$ cat config.mk
export PLATFORM = sky130hd
export DESIGN_NAME = id_ex_stage
export DESIGN_NICKNAME = d
export VERILOG_FILES = /design/src/rtl/core_pkg.sv /design/src/rtl/id_ex_stage_hazard_detect.sv /design/src/rtl/id_ex_stage.sv
export SDC_FILE = /design/constraint.sdc
export NUM_CORES = 1
export LEC_CHECK = 0
export ABC_AREA = 1
export CORE_UTILIZATION = 35
export DETAILED_ROUTE_END_ITERATION = 6
export PLACE_DENSITY = 0.78
export SETUP_SLACK_MARGIN = 0.15
export SLEW_MARGIN = 20
export SYNTH_ARGS = -nofsm -noshare
export SYNTH_HDL_FRONTEND = slang
export SYNTH_SLANG_ARGS = --single-unit
$ cat constraint.sdc
create_clock -name clk -period 15.35 [get_ports clk]
set_input_delay 3.8375 -clock clk [delete_from_list [all_inputs] [get_ports clk]]
set_output_delay 3.8375 -clock clk [all_outputs]
set_load 0.01 [all_outputs]
$ cat src/rtl/core_pkg.sv
`default_nettype none
// ============================================================================
//  Module      : core_pkg
//  Description : Shared definitions for the RV32I pipeline. Holds the
//                writeback-source encodings, the datapath width defaults and
//                the bundle of decoder control fields. A bubble clears the
//                whole bundle with a single assignment.
//  Revision    : 1.0  initial release
// ============================================================================
package core_pkg;

    localparam int DEFAULT_XLEN   = 32;
    localparam int DEFAULT_REG_AW = 5;

    localparam logic [1:0] RESULT_SRC_ALU = 2'b00;
    localparam logic [1:0] RESULT_SRC_MEM = 2'b01;
    localparam logic [1:0] RESULT_SRC_PC4 = 2'b10;

    // Decoder control bundle, including the slot valid bit.
    // An all-zero value is a bubble: no register write, no store, no
    // jump and no branch.
    typedef struct packed {
        logic       valid;
        logic [1:0] result_src;
        logic       mem_write;
        logic       alu_src;
        logic       reg_write;
        logic       jump;
        logic       branch;
        logic [3:0] alu_control;
    } ctrl_t;

    localparam ctrl_t CTRL_BUBBLE = '0;

endpackage
`default_nettype wire

$ cat src/rtl/id_ex_stage_hazard_detect.sv
`default_nettype none
// ============================================================================
//  Module      : hazard_detect
//  Description : Purely combinational load-use compare. Flags the case where
//                the instruction in EX is a valid load writing a non-zero
//                register that the valid instruction in ID reads. The
//                forwarding unit reuses this block.
//  Revision    : 1.0  initial release
// ============================================================================
module hazard_detect
    import core_pkg::*;
#(
    parameter int REG_AW = DEFAULT_REG_AW
) (
    input  logic              ex_valid,
    input  logic [1:0]        ex_result_src,
    input  logic              ex_reg_write,
    input  logic [REG_AW-1:0] ex_rd,
    input  logic              id_valid,
    input  logic [REG_AW-1:0] id_rs1,
    input  logic [REG_AW-1:0] id_rs2,
    output logic              hazard
);

    logic w_ex_is_load;
    logic w_rd_nonzero;
    logic w_rd_match;

    // A load writing x0 never produces a value, so it cannot cause a hazard.
    always_comb begin
        w_ex_is_load = ex_valid && (ex_result_src == RESULT_SRC_MEM) && ex_reg_write;
        w_rd_nonzero = (ex_rd != '0);
        w_rd_match   = (ex_rd == id_rs1) || (ex_rd == id_rs2);
        hazard       = w_ex_is_load && w_rd_nonzero && id_valid && w_rd_match;
    end

endmodule
`default_nettype wire

$ cat src/rtl/id_ex_stage.sv
`default_nettype none
// ============================================================================
//  Module      : id_ex_stage
//  Description : ID/EX pipeline register for the 5-stage RV32I core.
//                Captures decoder controls and operands, inserts a bubble on
//                a load-use hazard (holding ID for one cycle) and squashes
//                the incoming instruction when EX redirects the PC.
//                Optional build macro ID_EX_PERF_CNT_EN adds stall and flush
//                event counters.
//  Revision    : 1.0  initial release
// ============================================================================
module id_ex_stage
    import core_pkg::*;
#(
    parameter int XLEN   = DEFAULT_XLEN,
    parameter int REG_AW = DEFAULT_REG_AW
) (
    input  logic              clk,
    input  logic              rst,

    input  logic              id_valid,
    output logic              id_ready,
    input  logic [1:0]        id_result_src,
    input  logic              id_mem_write,
    input  logic              id_alu_src,
    input  logic              id_reg_write,
    input  logic              id_jump,
    input  logic              id_branch,
    input  logic [3:0]        id_alu_control,
    input  logic [XLEN-1:0]   id_pc,
    input  logic [XLEN-1:0]   id_rs1_data,
    input  logic [XLEN-1:0]   id_rs2_data,
    input  logic [XLEN-1:0]   id_imm_ext,
    input  logic [REG_AW-1:0] id_rs1,
    input  logic [REG_AW-1:0] id_rs2,
    input  logic [REG_AW-1:0] id_rd,

    input  logic              ex_ready,
    input  logic              flush,

    output logic              ex_valid,
    output logic [1:0]        ex_result_src,
    output logic              ex_mem_write,
    output logic              ex_alu_src,
    output logic              ex_reg_write,
    output logic              ex_jump,
    output logic              ex_branch,
    output logic [3:0]        ex_alu_control,
    output logic [XLEN-1:0]   ex_pc,
    output logic [XLEN-1:0]   ex_rs1_data,
    output logic [XLEN-1:0]   ex_rs2_data,
    output logic [XLEN-1:0]   ex_imm_ext,
    output logic [REG_AW-1:0] ex_rs1,
    output logic [REG_AW-1:0] ex_rs2,
    output logic [REG_AW-1:0] ex_rd,

`ifdef ID_EX_PERF_CNT_EN
    output logic [31:0]       perf_stall_cnt,
    output logic [31:0]       perf_flush_cnt,
`endif

    output logic              load_use_stall
);

    ctrl_t             r_ctrl;
    ctrl_t             w_id_ctrl;
    logic [XLEN-1:0]   r_pc;
    logic [XLEN-1:0]   r_rs1_data;
    logic [XLEN-1:0]   r_rs2_data;
    logic [XLEN-1:0]   r_imm_ext;
    logic [REG_AW-1:0] r_rs1;
    logic [REG_AW-1:0] r_rs2;
    logic [REG_AW-1:0] r_rd;

    logic              w_hazard;
    logic              w_load;
    logic              w_take;

    hazard_detect #(
        .REG_AW (REG_AW)
    ) u_hazard_detect (
        .ex_valid      (r_ctrl.valid),
        .ex_result_src (r_ctrl.result_src),
        .ex_reg_write  (r_ctrl.reg_write),
        .ex_rd         (r_rd),
        .id_valid      (id_valid),
        .id_rs1        (id_rs1),
        .id_rs2        (id_rs2),
        .hazard        (w_hazard)
    );

    // Handshake and update decisions. A flush overrides both the stall from
    // EX and the hazard so the redirect is never lost.
    always_comb begin
        w_id_ctrl             = CTRL_BUBBLE;
        w_id_ctrl.valid       = 1'b1;
        w_id_ctrl.result_src  = id_result_src;
        w_id_ctrl.mem_write   = id_mem_write;
        w_id_ctrl.alu_src     = id_alu_src;
        w_id_ctrl.reg_write   = id_reg_write;
        w_id_ctrl.jump        = id_jump;
        w_id_ctrl.branch      = id_branch;
        w_id_ctrl.alu_control = id_alu_control;

        load_use_stall = w_hazard && !flush;
        id_ready       = ex_ready && (!w_hazard || flush);
        // w_load: the register updates this cycle (otherwise EX stall hold).
        // w_take: the update captures the ID instruction rather than a bubble.
        w_load         = flush || ex_ready;
        w_take         = !flush && ex_ready && !w_hazard && id_valid;
    end

    // Pipeline register: capture ID, insert a bubble, or hold.
    always_ff @(posedge clk or posedge rst) begin
        if (rst) begin
            r_ctrl     <= CTRL_BUBBLE;
            r_pc       <= '0;
            r_rs1_data <= '0;
            r_rs2_data <= '0;
            r_imm_ext  <= '0;
            r_rs1      <= '0;
            r_rs2      <= '0;
            r_rd       <= '0;
        end else if (w_load) begin
            if (w_take) begin
                r_ctrl     <= w_id_ctrl;
                r_pc       <= id_pc;
                r_rs1_data <= id_rs1_data;
                r_rs2_data <= id_rs2_data;
                r_imm_ext  <= id_imm_ext;
                r_rs1      <= id_rs1;
                r_rs2      <= id_rs2;
                r_rd       <= id_rd;
            end else begin
                r_ctrl     <= CTRL_BUBBLE;
                r_pc       <= '0;
                r_rs1_data <= '0;
                r_rs2_data <= '0;
                r_imm_ext  <= '0;
                r_rs1      <= '0;
                r_rs2      <= '0;
                r_rd       <= '0;
            end
        end
    end

`ifdef ID_EX_PERF_CNT_EN
    logic [31:0] r_perf_stall_cnt;
    logic [31:0] r_perf_flush_cnt;
    logic        w_stall_event;
    logic        w_flush_event;

    // A flush only counts when it actually squashes a real instruction.
    always_comb begin
        w_stall_event = !flush && ex_ready && w_hazard;
        w_flush_event = flush && (r_ctrl.valid || id_valid);
    end

    // Free-running event counters, wrapping modulo 2^32.
    always_ff @(posedge clk or posedge rst) begin
        if (rst) begin
            r_perf_stall_cnt <= '0;
            r_perf_flush_cnt <= '0;
        end else begin
            if (w_stall_event) begin
                r_perf_stall_cnt <= r_perf_stall_cnt + 32'd1;
            end
            if (w_flush_event) begin
                r_perf_flush_cnt <= r_perf_flush_cnt + 32'd1;
            end
        end
    end

    assign perf_stall_cnt = r_perf_stall_cnt;
    assign perf_flush_cnt = r_perf_flush_cnt;
`endif

    assign ex_valid       = r_ctrl.valid;
    assign ex_result_src  = r_ctrl.result_src;
    assign ex_mem_write   = r_ctrl.mem_write;
    assign ex_alu_src     = r_ctrl.alu_src;
    assign ex_reg_write   = r_ctrl.reg_write;
    assign ex_jump        = r_ctrl.jump;
    assign ex_branch      = r_ctrl.branch;
    assign ex_alu_control = r_ctrl.alu_control;
    assign ex_pc          = r_pc;
    assign ex_rs1_data    = r_rs1_data;
    assign ex_rs2_data    = r_rs2_data;
    assign ex_imm_ext     = r_imm_ext;
    assign ex_rs1         = r_rs1;
    assign ex_rs2         = r_rs2;
    assign ex_rd          = r_rd;

endmodule
`default_nettype wire
Yosys cells after proc, flatten, opt, wreduce, memory -nomap -nowiden
Cells that the tools add are included.
{ "totals": {"ff_bits": 155, "in_bits": 159, "out_inout_bits": 157} }
{ "op_classes": {"muxes": 8, "n_reduce_logical": 16, "n_eq_ne": 3} }
{ "ops": {"columns": ["operator", "count"], "rows": [
  ["32-bit two-way mux", 4],
  ["5-bit two-way mux", 3],
  ["12-bit two-way mux", 1],
  ["5-bit equality test", 2],
  ["1-bit logical AND", 10],
  ["5-bit nonzero test", 1],
  ["1-bit logical OR", 3],
  ["2-bit by 1-bit equality test with 1-bit output, second input constant", 1],
  ["1-bit logical NOT", 2]
]} }

Longest topological paths before layout
Gate-level depths: netlist of run 1.
{ "depth": {"ltp_word": 10, "ltp_mapped": 11} }

Hierarchy
A second synthesis of run 1 with hierarchy kept.
{ "unflattened": {"cells_unflattened": 727, "area_unflattened_um2": 6565.0} }
{ "modules_own_cells": {"columns": ["mod", "seq_area_each_um2", "n_inst", "cells_per_inst", "area_each_um2"], "rows": [
  ["id_ex_stage", 3878.7, 1, 680, 6357.3],
  ["hazard_detect", 0.0, 1, 47, 207.7]
]} }

Worst setup path before layout of run 1
No wires, ideal clock.
{ "synth_timing": {"path_kind": "input -> output", "from": "input port id_valid", "to": "output port id_ready", "arrival_time_ns": 4.388, "path_buffers": 0, "required_time_ns": 11.513, "path_slack_ns": 7.124, "cell_stages": 7, "path_cell_list": "inv_1 > nor2_1 > nand4_1 > nor2_1 > nand3_1 > nand2_1 > inv_1"} }
{ "synth_between": {"elab_chain_cells": 5} }
{ "synth_rtl": {"columns": ["element", "line_no", "rtl"], "rows": [
  ["from (decl)", "id_ex_stage.sv:21", "input logic id_valid,"],
  ["1-bit logical AND (2 in series)", "id_ex_stage_hazard_detect.sv:34", "hazard = w_ex_is_load && w_rd_nonzero && id_valid && w_rd_match;"],
  ["1-bit logical NOT", "id_ex_stage.sv:106", "id_ready = ex_ready && (!w_hazard || flush);"],
  ["1-bit logical OR", "id_ex_stage.sv:106", null],
  ["1-bit logical AND", "id_ex_stage.sv:106", null],
  ["to (decl)", "id_ex_stage.sv:22", "output logic id_ready,"]
]} }
No other way between the ends.

Worst setup path after layout of run 1
{ "layout_timing": {"from": "input port id_rs1[1]", "to": "output port load_use_stall"} }
{ "layout_between": {"elab_chain_cells": 4} }
{ "layout_rtl": {"columns": ["element", "line_no", "rtl"], "rows": [
  ["from (decl)", "id_ex_stage.sv:34", "input logic [REG_AW-1:0] id_rs1,"],
  ["5-bit equality test", "id_ex_stage_hazard_detect.sv:33", "w_rd_match = (ex_rd == id_rs1) || (ex_rd == id_rs2);"],
  ["1-bit logical OR", "id_ex_stage_hazard_detect.sv:33", null],
  ["1-bit logical AND", "id_ex_stage_hazard_detect.sv:34", null],
  ["1-bit logical AND", "id_ex_stage.sv:105", "load_use_stall = w_hazard && !flush;"],
  ["to (decl)", "id_ex_stage.sv:62", "output logic load_use_stall"]
]} }
No other way between the ends.

==> results of run 1 <==
==> synth_stat cells <==
cell type | instances | area, µm²
buf_2 | 6 | 30.0
dfrtp_1 | 155 | 3880
inv_2 | 2 | 7.51
nor2_1 | 12 | 45.0
buf_6 | 7 | 78.8
inv_1 | 15 | 56.3
nand4_1 | 1 | 6.26
nor3_1 | 1 | 5.00
nand3_2 | 10 | 100
nand3_1 | 148 | 741
buf_8 | 10 | 150
buf_4 | 10 | 75.1
clkbuf_1 | 18 | 67.6
nand2_2 | 1 | 6.26
xnor2_1 | 2 | 17.5
nand2_1 | 334 | 1250
==> worst reg2reg max path, delay by kind of cell, from the launching register on <==
| family | cells | cell delay (ps) |
|---|---|---|
| AND/OR/NAND/NOR | 6 | 1490 |
| flip-flops | 1 | 440 |
| buffers and inverters | 2 | 920 |
==> sequential cells by signal, summed over array words and instances, names as in the netlist <==
name / count
ex_rs1: 5
ex_rs1_data: 32
ex_branch: 1
ex_alu_control: 4
ex_pc: 32
ex_rs2_data: 32
ex_reg_write: 1
ex_rs2: 5
ex_result_src: 2
ex_jump: 1
ex_alu_src: 1
ex_imm_ext: 32
ex_valid: 1
ex_mem_write: 1
ex_rd: 5
==> per-layer routing <==
layer / routed length (µm) / GRT usage (%) / vias up / part of all wire [%]
met5: 0 / 0 / - / 0
met2: 9190 / 34.4 / 250 / 48
met4: 441 / 7.21 / 0 / 2.3
met3: 1580 / 6.55 / 28 / 8.2
met1: 7990 / 25.6 / 2849 / 42
li1: - / - / 2895 / -
==> area by class of cell <==
cell class | instances | area, µm² | share of cell area [%]
Sequential cell | 155 | 3880 | 38.0
Timing Repair Buffer | 321 | 3200 | 31.4
Multi-Input combinational cell | 509 | 2190 | 21.5
Clock buffer | 19 | 443 | 4.34
Tap cell | 229 | 287 | 2.81
Clock inverter | 13 | 131 | 1.29
Inverter | 17 | 68.8 | 0.675
==> how the worst max path moves through the flow <==
stage	from	to	slack [ps]	cells after the start
floorplan	id_valid	id_ready	7120	7
global placement	id_rs1[1]	load_use_stall	5890	10
detailed placement	id_rs1[1]	load_use_stall	5880	10
CTS	id_rs1[1]	load_use_stall	5880	10
global route	id_rs2[1]	load_use_stall	5730	10
finish	id_rs1[1]	load_use_stall	5860	10
==> where the power goes <==
| part | switching [mW] | total, mW | internal, mW | leakage (nW) |
|---|---|---|---|---|
| sequential | 0.00916 | 0.433 | 0.424 | 2.11 |
| clock | 0.177 | 0.410 | 0.232 | 0.283 |
| combinational | 0.0525 | 0.124 | 0.0711 | 2.67 |
==> cell families (layout without fill, tap and decap cells) <==
kind of cell              count (synthesis)  count (layout)
and+or+nand+nor                         507             507
xor gates and xnor gates                  2               2
buffers and inverters                    68             370
DFF                                     155             155
==> summary.md, run 1 <==
| Metric | Value |
|---|---|
| Mapped cell area | 0.00652 mm² |
| Gpl congestion | 0.857 |
| Worst Tran Pin Value | 909 ps |
| Clock root cell | clkbuf_16 |
| Layout area overhead | 56.5% |
| Max-cap violation count | 0 |
| Cell count after synthesis | 732 |
| Worst setup SP type | input port |
| Effective utilization at floorplan | 36.0% |
| Mean post-synth cell area | 8.91 µm² |
| Post-route setup TNS | 0 ps |
| Pre-CTS setup slack | 5880 ps |
| Max-slew headroom | 39.4% |
| Largest family of logic cells by synthesized area | simple AND/OR/NAND/NOR gates |
| Setup ws final | 5860 ps |
| Clk slew on worst S/H paths | 60 ps |
| Vias in the first global route | 6266 |
| Final Setup Violations | 0 |
| RSZ-0062 raised after global routing | no |
| First-pass GRT wire length | 31800 µm |
| Crit-path cells | clkdlybuf4s50_1 -> inv_1 -> nand2_1 -> nand2_1 -> nor2_1 -> nand3_1 -> nand2_1 -> nand3_1 -> inv_1 -> clkdlybuf4s50_1 |
| Clock skew | 10.9 ps |
| Net count, final | 1180 |
| Setup Buffers After CTS | 0 |
| CORE AREA | 0.0181 mm² |
| Vias | 6022 |
| Resized cells post-CTS | 0 |
| Fin crit share | 61.8% |
| Post-synthesis mux area share | 0% |
| Slew Limit Fails | 0 |
| Leakage | 5.06 nW |
| Non-Filler Instances | 1263 |
| Critical-path top delay cell | clkdlybuf4s50_1 |
| Inserted Diodes | 0 |
| Synth Register Bits | 155 |
| Io pins | 316 |
| DP Area | 0.00963 mm² |
| Synth Warn # | 0 |
| Crit-path max FO | 3 |
| Die Height | 138 µm |
| Sequential area share after synthesis | 59.5% |
| TritonCTS clock tree | done |
| Gr usage total | 20.8% |
| FP Rows | 49 |
| Detailed-route wire length per cell | 15.2 µm |
| Hold Violations, Final | 0 |
| Design area | 0.0102 mm² |
| RR Startpoint | ex_rd[1] |
| Layout fillers | 1625 |
| Initial antenna violation count | 0 |
| Most frequent cells in the layout | 334 x nand2_1, 315 x clkdlybuf4s50_1, 155 x dfrtp_1 |
| Hold Slack | 477 ps |
| Worst Reg-to-Reg Cells | 8 |
| R2R setup slack | 12450 ps |
| Hold Crit Class | reg2reg |
| Worst-skew pair later-pin latency | 410 ps |
| Synth Area in Simple Gates | 33.1% |
| Status | finished with violations |
| Synth Area in XOR/XNOR | 0.269% |
| Peak supply drop | 68.5 µV |
| Pre-antenna DRT Iters | 7 |
| Commonest non-fill, non-tap cell in the layout | nand2_1 |
| WP buf/inv | 4 |
| Starting DRC count in detailed routing | 419 |
| Total power draw | 0.966 mW |
| Fmax | 105 MHz |
| WP data arrival | 5650 ps |
| Failing checks | DRC |
| Crit path time final | 9490 ps |
| Critical Path Max Stage Delay | 580 ps |
| Adder-Cell Fraction of Synth Area | 0% |
| Clock Tree Buf Depth | 2 |
| DPL Wire Length | 13200 µm |
| Worst r2r dst | ex_rs2_data[6] |
| Drt total wl | 19200 µm |
| Share of cells above drive strength 1 | 5.13% |
| Final core utilization | 56.4% |
| Synth unique cells | 16 |
| Die width | 138 µm |
| Residual DRC | 42 |
| H-tree levels | 4 |
| Crit path required time | 11510 ps |
| Crit path kind | in2out |
| Synthesized net count | 891 |
| Cell mode on critical path | nand2_1 |
| IO buf count | 315 |
| Detailed-route vias per instance | 4.77 |
| Grt ovf | 0 |
| Delay-heaviest family, CP | buffers and inverters |
| Worst Hold Depth | 2 |
| Compound-Gate Fraction of Synth Area | 0% |
| Worst hold endpoint | ex_pc[30] |
| Power Dens Cells | 94.7 mW/mm² |
| TritonCTS buffer count | 17 |
| Detail Route Antenna Nets | 0 |
| HP Start | ex_pc[30] |
| # clock sinks | 155 |
| Largest net degree at the start of global routing | 89 |
| Die area | 0.0192 mm² |
| # hold bufs at CTS | 0 |
| Worst setup EP type | output port |
| Placed cells | 1231 |
Note: power is estimated with default switching activity, not from simulation.
==> inputs of run 2 (changes only) <==
- PLACE_DENSITY: 0.78 -> 0.81
- clock period: 15.35 -> 7.8 ns (I/O delays scaled with it)
==> run 2 against run 1 <==
The run still ends with DRC left. Die area stayed put. Sequential share of layout area decreased by 0.32 points. Critical path depth decreased by 2. Utilization rose by 0.48 points. First-iteration DRC count shrank 19%. Hold slack about the same. Non-clock buffer count stayed put. Clock power up 110%. Flip-flop and latch count did not move. Final cell count unchanged.
==> summary.md, run 2 (same netlist as run 1, synthesis figures left out) <==
| Metric | Value |
|---|---|
| Combinational group share of total power | 12.4% |
| Initial antenna violation count | 0 |
| Leakage | 5.07 nW |
| Crit-path cells | clkdlybuf4s50_1 -> inv_1 -> nor2_1 -> nand4_1 -> nor2_1 -> nand3_1 -> inv_1 -> clkdlybuf4s50_1 |
| DP Area | 0.00963 mm² |
| Delay-heaviest family, CP | buffers and inverters |
| Vias in the first global route | 6031 |
| Effective utilization at floorplan | 36.0% |
| RSZ-0062 raised after global routing | no |
| Design area | 0.0103 mm² |
| Pre-antenna DRT Iters | 7 |
| Drt total wl | 19600 µm |
| Share of cells above drive strength 1 | 5.13% |
| Gpl congestion | 0.885 |
| Die Height | 138 µm |
| Max-cap violation count | 0 |
| Clock Power Share | 44.5% |
| WP data arrival | 3810 ps |
| Inserted Diodes | 0 |
| Fin crit share | 73.9% |
| Detail Route Antenna Nets | 0 |
| DPL Wire Length | 13100 µm |
| Status | finished with violations |
| Io pins | 316 |
| Internal power | 1.51 mW |
| Worst setup EP type | output port |
| Starting DRC count in detailed routing | 339 |
| Flop pwr share | 43.1% |
| Sw frac | 23.7% |
| Final Setup Violations | 0 |
| Net count, final | 1180 |
| CORE AREA | 0.0181 mm² |
| Slew Limit Fails | 0 |
| Worst setup SP type | input port |
| First-pass GRT wire length | 31500 µm |
| Detailed-route wire length per cell | 15.5 µm |
| Crit-path max FO | 2 |
| Power Dens Cells | 192 mW/mm² |
| Clock Tree Buf Depth | 2 |
| Clock root cell | clkbuf_16 |
| Clk slew on worst S/H paths | 60 ps |
| Hold Violations, Final | 0 |
| WP buf/inv | 4 |
| Worst Tran Pin Value | 1060 ps |
| Critical-path top delay cell | clkdlybuf4s50_1 |
| Critical Path Max Stage Delay | 530 ps |
| H-tree levels | 4 |
| Clock skew | 9.80 ps |
| IO buf count | 315 |
| Layout area overhead | 57.8% |
| Crit path required time | 5850 ps |
| Die width | 138 µm |
| Grt ovf | 0 |
| TritonCTS buffer count | 17 |
| Largest net degree at the start of global routing | 109 |
| Crit path time final | 5760 ps |
| Setup Buffers After CTS | 0 |
| # clock sinks | 155 |
| Residual DRC | 41 |
| Crit path kind | in2out |
| Vias | 6008 |
| TritonCTS clock tree | done |
| Post-route setup TNS | 0 ps |
| Most frequent cells in the layout | 334 x nand2_1, 315 x clkdlybuf4s50_1, 155 x dfrtp_1 |
| Max-slew headroom | 29.2% |
| Die area | 0.0192 mm² |
| Worst-skew pair later-pin latency | 420 ps |
| # hold bufs at CTS | 0 |
| Gr usage total | 20.9% |
| Detailed-route vias per instance | 4.76 |
| Peak supply drop | 142 µV |
| Fmax | 173 MHz |
| Resized cells post-CTS | 0 |
| Commonest non-fill, non-tap cell in the layout | nand2_1 |
| FP Rows | 49 |
| Failing checks | DRC |
| Psw | 0.468 mW |
| Hold Crit Class | reg2reg |
[run 2: cell types whose count changed in the layout (fill, tap and decap cells not counted), sizes merged]
cell,delta
clkinv,-4
clkinvlp,+3
inv,-3
bufinv,+2
clkbuf,+2
[run 2: power by group through the flow]
stage | Clock, mW | Sequential (mW) | Combinational, mW
after floorplan | 0 | 0.880 | 0.0657
after global placement | 0 | 0.866 | 0.243
after detailed placement | 0 | 0.866 | 0.246
after CTS | 0.900 | 0.852 | 0.247
after global routing | 0.937 | 0.855 | 0.265
final | 0.881 | 0.852 | 0.245
[run 2: path summary, 6_finish.rpt]
kind | start | to | slack, ps | cells past startpoint
max in group asynchronous | rst | ex_rs1_data[10] | 4480 | 3
min in group asynchronous | rst | ex_pc[27] | 2070 | 2
max reg2reg | ex_rd[2] | ex_rs2_data[4] | 5370 | 10
min | ex_rs2_data[2] | ex_rs2_data[2] | 480 | 2
max | id_valid | load_use_stall | 2040 | 8
min reg2reg | ex_rs2_data[2] | ex_rs2_data[2] | 480 | 2
[run 2: area by class of cell]
type / instances / area, µm²
clock buffer: 21 / 470
clock inverter: 11 / 158
fill: 1599 / 7800
inverter: 17 / 68.8
multi-input combinational: 509 / 2200
sequential: 155 / 3880
tap: 229 / 287
timing repair buffer: 321 / 3220
[run 2: metrics by stage]
| stage | cells | util, % | worst slack (ps) | power (mW) | hold slack (ps) |
|---|---|---|---|---|---|
| CTS | 1262 | 56.7 | 2160 | 2.00 | 480 |
| global placement | 1230 | 53.3 | 2230 | 1.11 | 461 |
| finish | 1263 | 56.9 | 2040 | 1.98 | 477 |
| global route | 1263 | 56.9 | 1910 | 2.06 | 494 |
| detailed placement | 1230 | 53.3 | 2160 | 1.11 | 464 |
| floorplan | 732 | - | 1670 | 0.946 | 516 |
[run 2: metal layers]
| layer | track usage, % | share of wire, % | up-vias |
|---|---|---|---|
| met2 | 33.7 | 48 | 277 |
| met3 | 8.07 | 9.4 | 48 |
| li1 | - | - | 2896 |
| met1 | 24.1 | 39 | 2787 |
| met5 | 0 | 0 | - |
| met4 | 11.2 | 3.9 | 0 |
[run 2: worst register-to-register path, stage by stage (launching register included)]
cell and delay (ps):
dfrtp_1 460, inv_1 100, nand2_1 60, nand2_1 70, nor2_1 50, nand3_1 70, nand2_1 150, nand2_8 520
buf_4 590, nand3_1 210, nand2_1 90
==> inputs of run 3 (changes only) <==
- clock period: 7.8 -> 5.26 ns (I/O delays scaled with it)
==> run 3 against run 2 <==
The run still ends with DRC left. Final area is essentially flat. First-iteration DRC count shrank 23%. Non-clock buffer count grew 2. Die area is the same. Highest routed layer unchanged.
==> summary.md, run 3 (same netlist as run 1, synthesis figures left out) <==
| Metric | Value |
|---|---|
| Status | finished with violations |
| Failing checks | DRC |
| Pre-antenna DRT Iters | 7 |
| # clock sinks | 155 |
| Final Setup Violations | 0 |
| Initial antenna violation count | 0 |
| WP data arrival | 3160 ps |
| Inserted Diodes | 0 |
| H-tree levels | 4 |
| TritonCTS clock tree | done |
| DP Area | 0.00966 mm² |
| Hold Crit Class | reg2reg |
| Detail Route Antenna Nets | 0 |
| Crit path time final | 4470 ps |
| Total power draw | 2.88 mW |
| Starting DRC count in detailed routing | 262 |
| Commonest non-fill, non-tap cell in the layout | nand2_1 |
| Placed cells | 1232 |
| Drt total wl | 19400 µm |
| Die width | 138 µm |
| CORE AREA | 0.0181 mm² |
| Design area | 0.0103 mm² |
| Worst Tran Pin Value | 938 ps |
| IO buf count | 315 |
| Crit path required time | 3940 ps |
| Clock skew | 11.5 ps |
| Net count, final | 1182 |
| Io pins | 316 |
| Largest net degree at the start of global routing | 96 |
| Die area | 0.0192 mm² |
| Final core utilization | 56.9% |
| Leakage | 5.07 nW |
| # hold bufs at CTS | 0 |
| Max-cap violation count | 0 |
| TritonCTS buffer count | 17 |
| Worst-skew pair later-pin latency | 410 ps |
| Non-Filler Instances | 1265 |
| Crit path kind | in2out |
| First-pass GRT wire length | 32200 µm |
| Resized cells post-CTS | 0 |
| Setup Buffers After CTS | 0 |
| Vias | 5953 |
| FP Rows | 49 |
| Max-slew headroom | 37.5% |
| Layout area overhead | 57.8% |
| Share of cells above drive strength 1 | 5.21% |
| Peak supply drop | 207 µV |
| Clock root cell | clkbuf_16 |
| RSZ-0062 raised after global routing | no |
| Crit-path max FO | 2 |
| DPL Wire Length | 13100 µm |
| Clock Tree Buf Depth | 2 |
| Clk slew on worst S/H paths | 60 ps |
| Slew Limit Fails | 0 |
| Gr usage total | 21.2% |
| Effective utilization at floorplan | 36.0% |
| Power Dens Cells | 280 mW/mm² |
| Worst setup EP type | output port |
| Post-route setup TNS | 0 ps |
| Gpl congestion | 0.897 |
| Die Height | 138 µm |
| Worst setup SP type | input port |
| Fin crit share | 85.1% |
| Vias in the first global route | 6207 |
| Residual DRC | 42 |
| Detailed-route wire length per cell | 15.3 µm |
| Fmax | 224 MHz |
| Multi-input gate area | 0.00220 mm² |
| Hold Violations, Final | 0 |
| Area occupied by registers | 0.00388 mm² |
| Detailed-route vias per instance | 4.71 |
| Most frequent cells in the layout | 334 x nand2_1, 315 x clkdlybuf4s50_1, 155 x dfrtp_1 |
| Grt ovf | 0 |
| Layout fillers | 1569 |
run 3: cell types whose count changed in the layout (fill, tap and decap cells not counted):
cell      previous run  this run
clkinv_4             1         2
inv_8                1         0
buf_12               2         3
clkbuf_1             1         2
clkinv_2             0         2
buf_4                4         5
clkbuf_8             3         0
run 3: area by class of cell:
type / count / area share [%]
clock inverter: 13 / 1.62
multi-input combinational: 509 / 21.4
tap: 229 / 2.79
clock buffer: 19 / 4.21
timing repair buffer: 323 / 31.6
inverter: 17 / 0.657
sequential: 155 / 37.7
run 3: metrics by stage:
step	setup WS [ps]	hold slack, ps
after floorplan	1990	516
after global placement	951	461
after detailed placement	910	464
after CTS	907	481
after global routing	658	491
final	786	478
run 3: worst paths after layout:
path	from	end	slack [ps]	cells after the start
min in group asynchronous	rst	ex_rs2_data[28]	1270	2
worst min register to register	ex_pc[0]	ex_pc[0]	480	2
max in group asynchronous	rst	ex_pc[21]	2980	4
worst max register to register	ex_rd[0]	ex_imm_ext[25]	3080	10
worst min-delay path	ex_pc[0]	ex_pc[0]	480	2
worst max-delay path	id_valid	load_use_stall	790	8
run 3: power by group:
part,internal [mW],leakage [nW],switching [mW],total [mW]
registers,1.24,2.11,0.0272,1.26
clock network,0.752,0.284,0.505,1.26
logic,0.211,2.67,0.153,0.363
run 3: worst max-delay path, stage by stage:
cell and delay (ps):
clkdlybuf4s50_1 460, inv_1 70, nor2_1 90, nand4_1 90, nor2_1 340, nand3_1 180, inv_1 80, clkdlybuf4s50_1 530
run 3: metal layers:
| layer | vias to the layer above | part of all wire, % | GRT usage (%) |
|---|---|---|---|
| met1 | 2761 | 41 | 25.9 |
| met5 | - | 0 | 0 |
| met4 | 0 | 3.4 | 10.1 |
| met3 | 39 | 8.4 | 6.51 |
| met2 | 250 | 47 | 34.1 |
| li1 | 2903 | - | - |
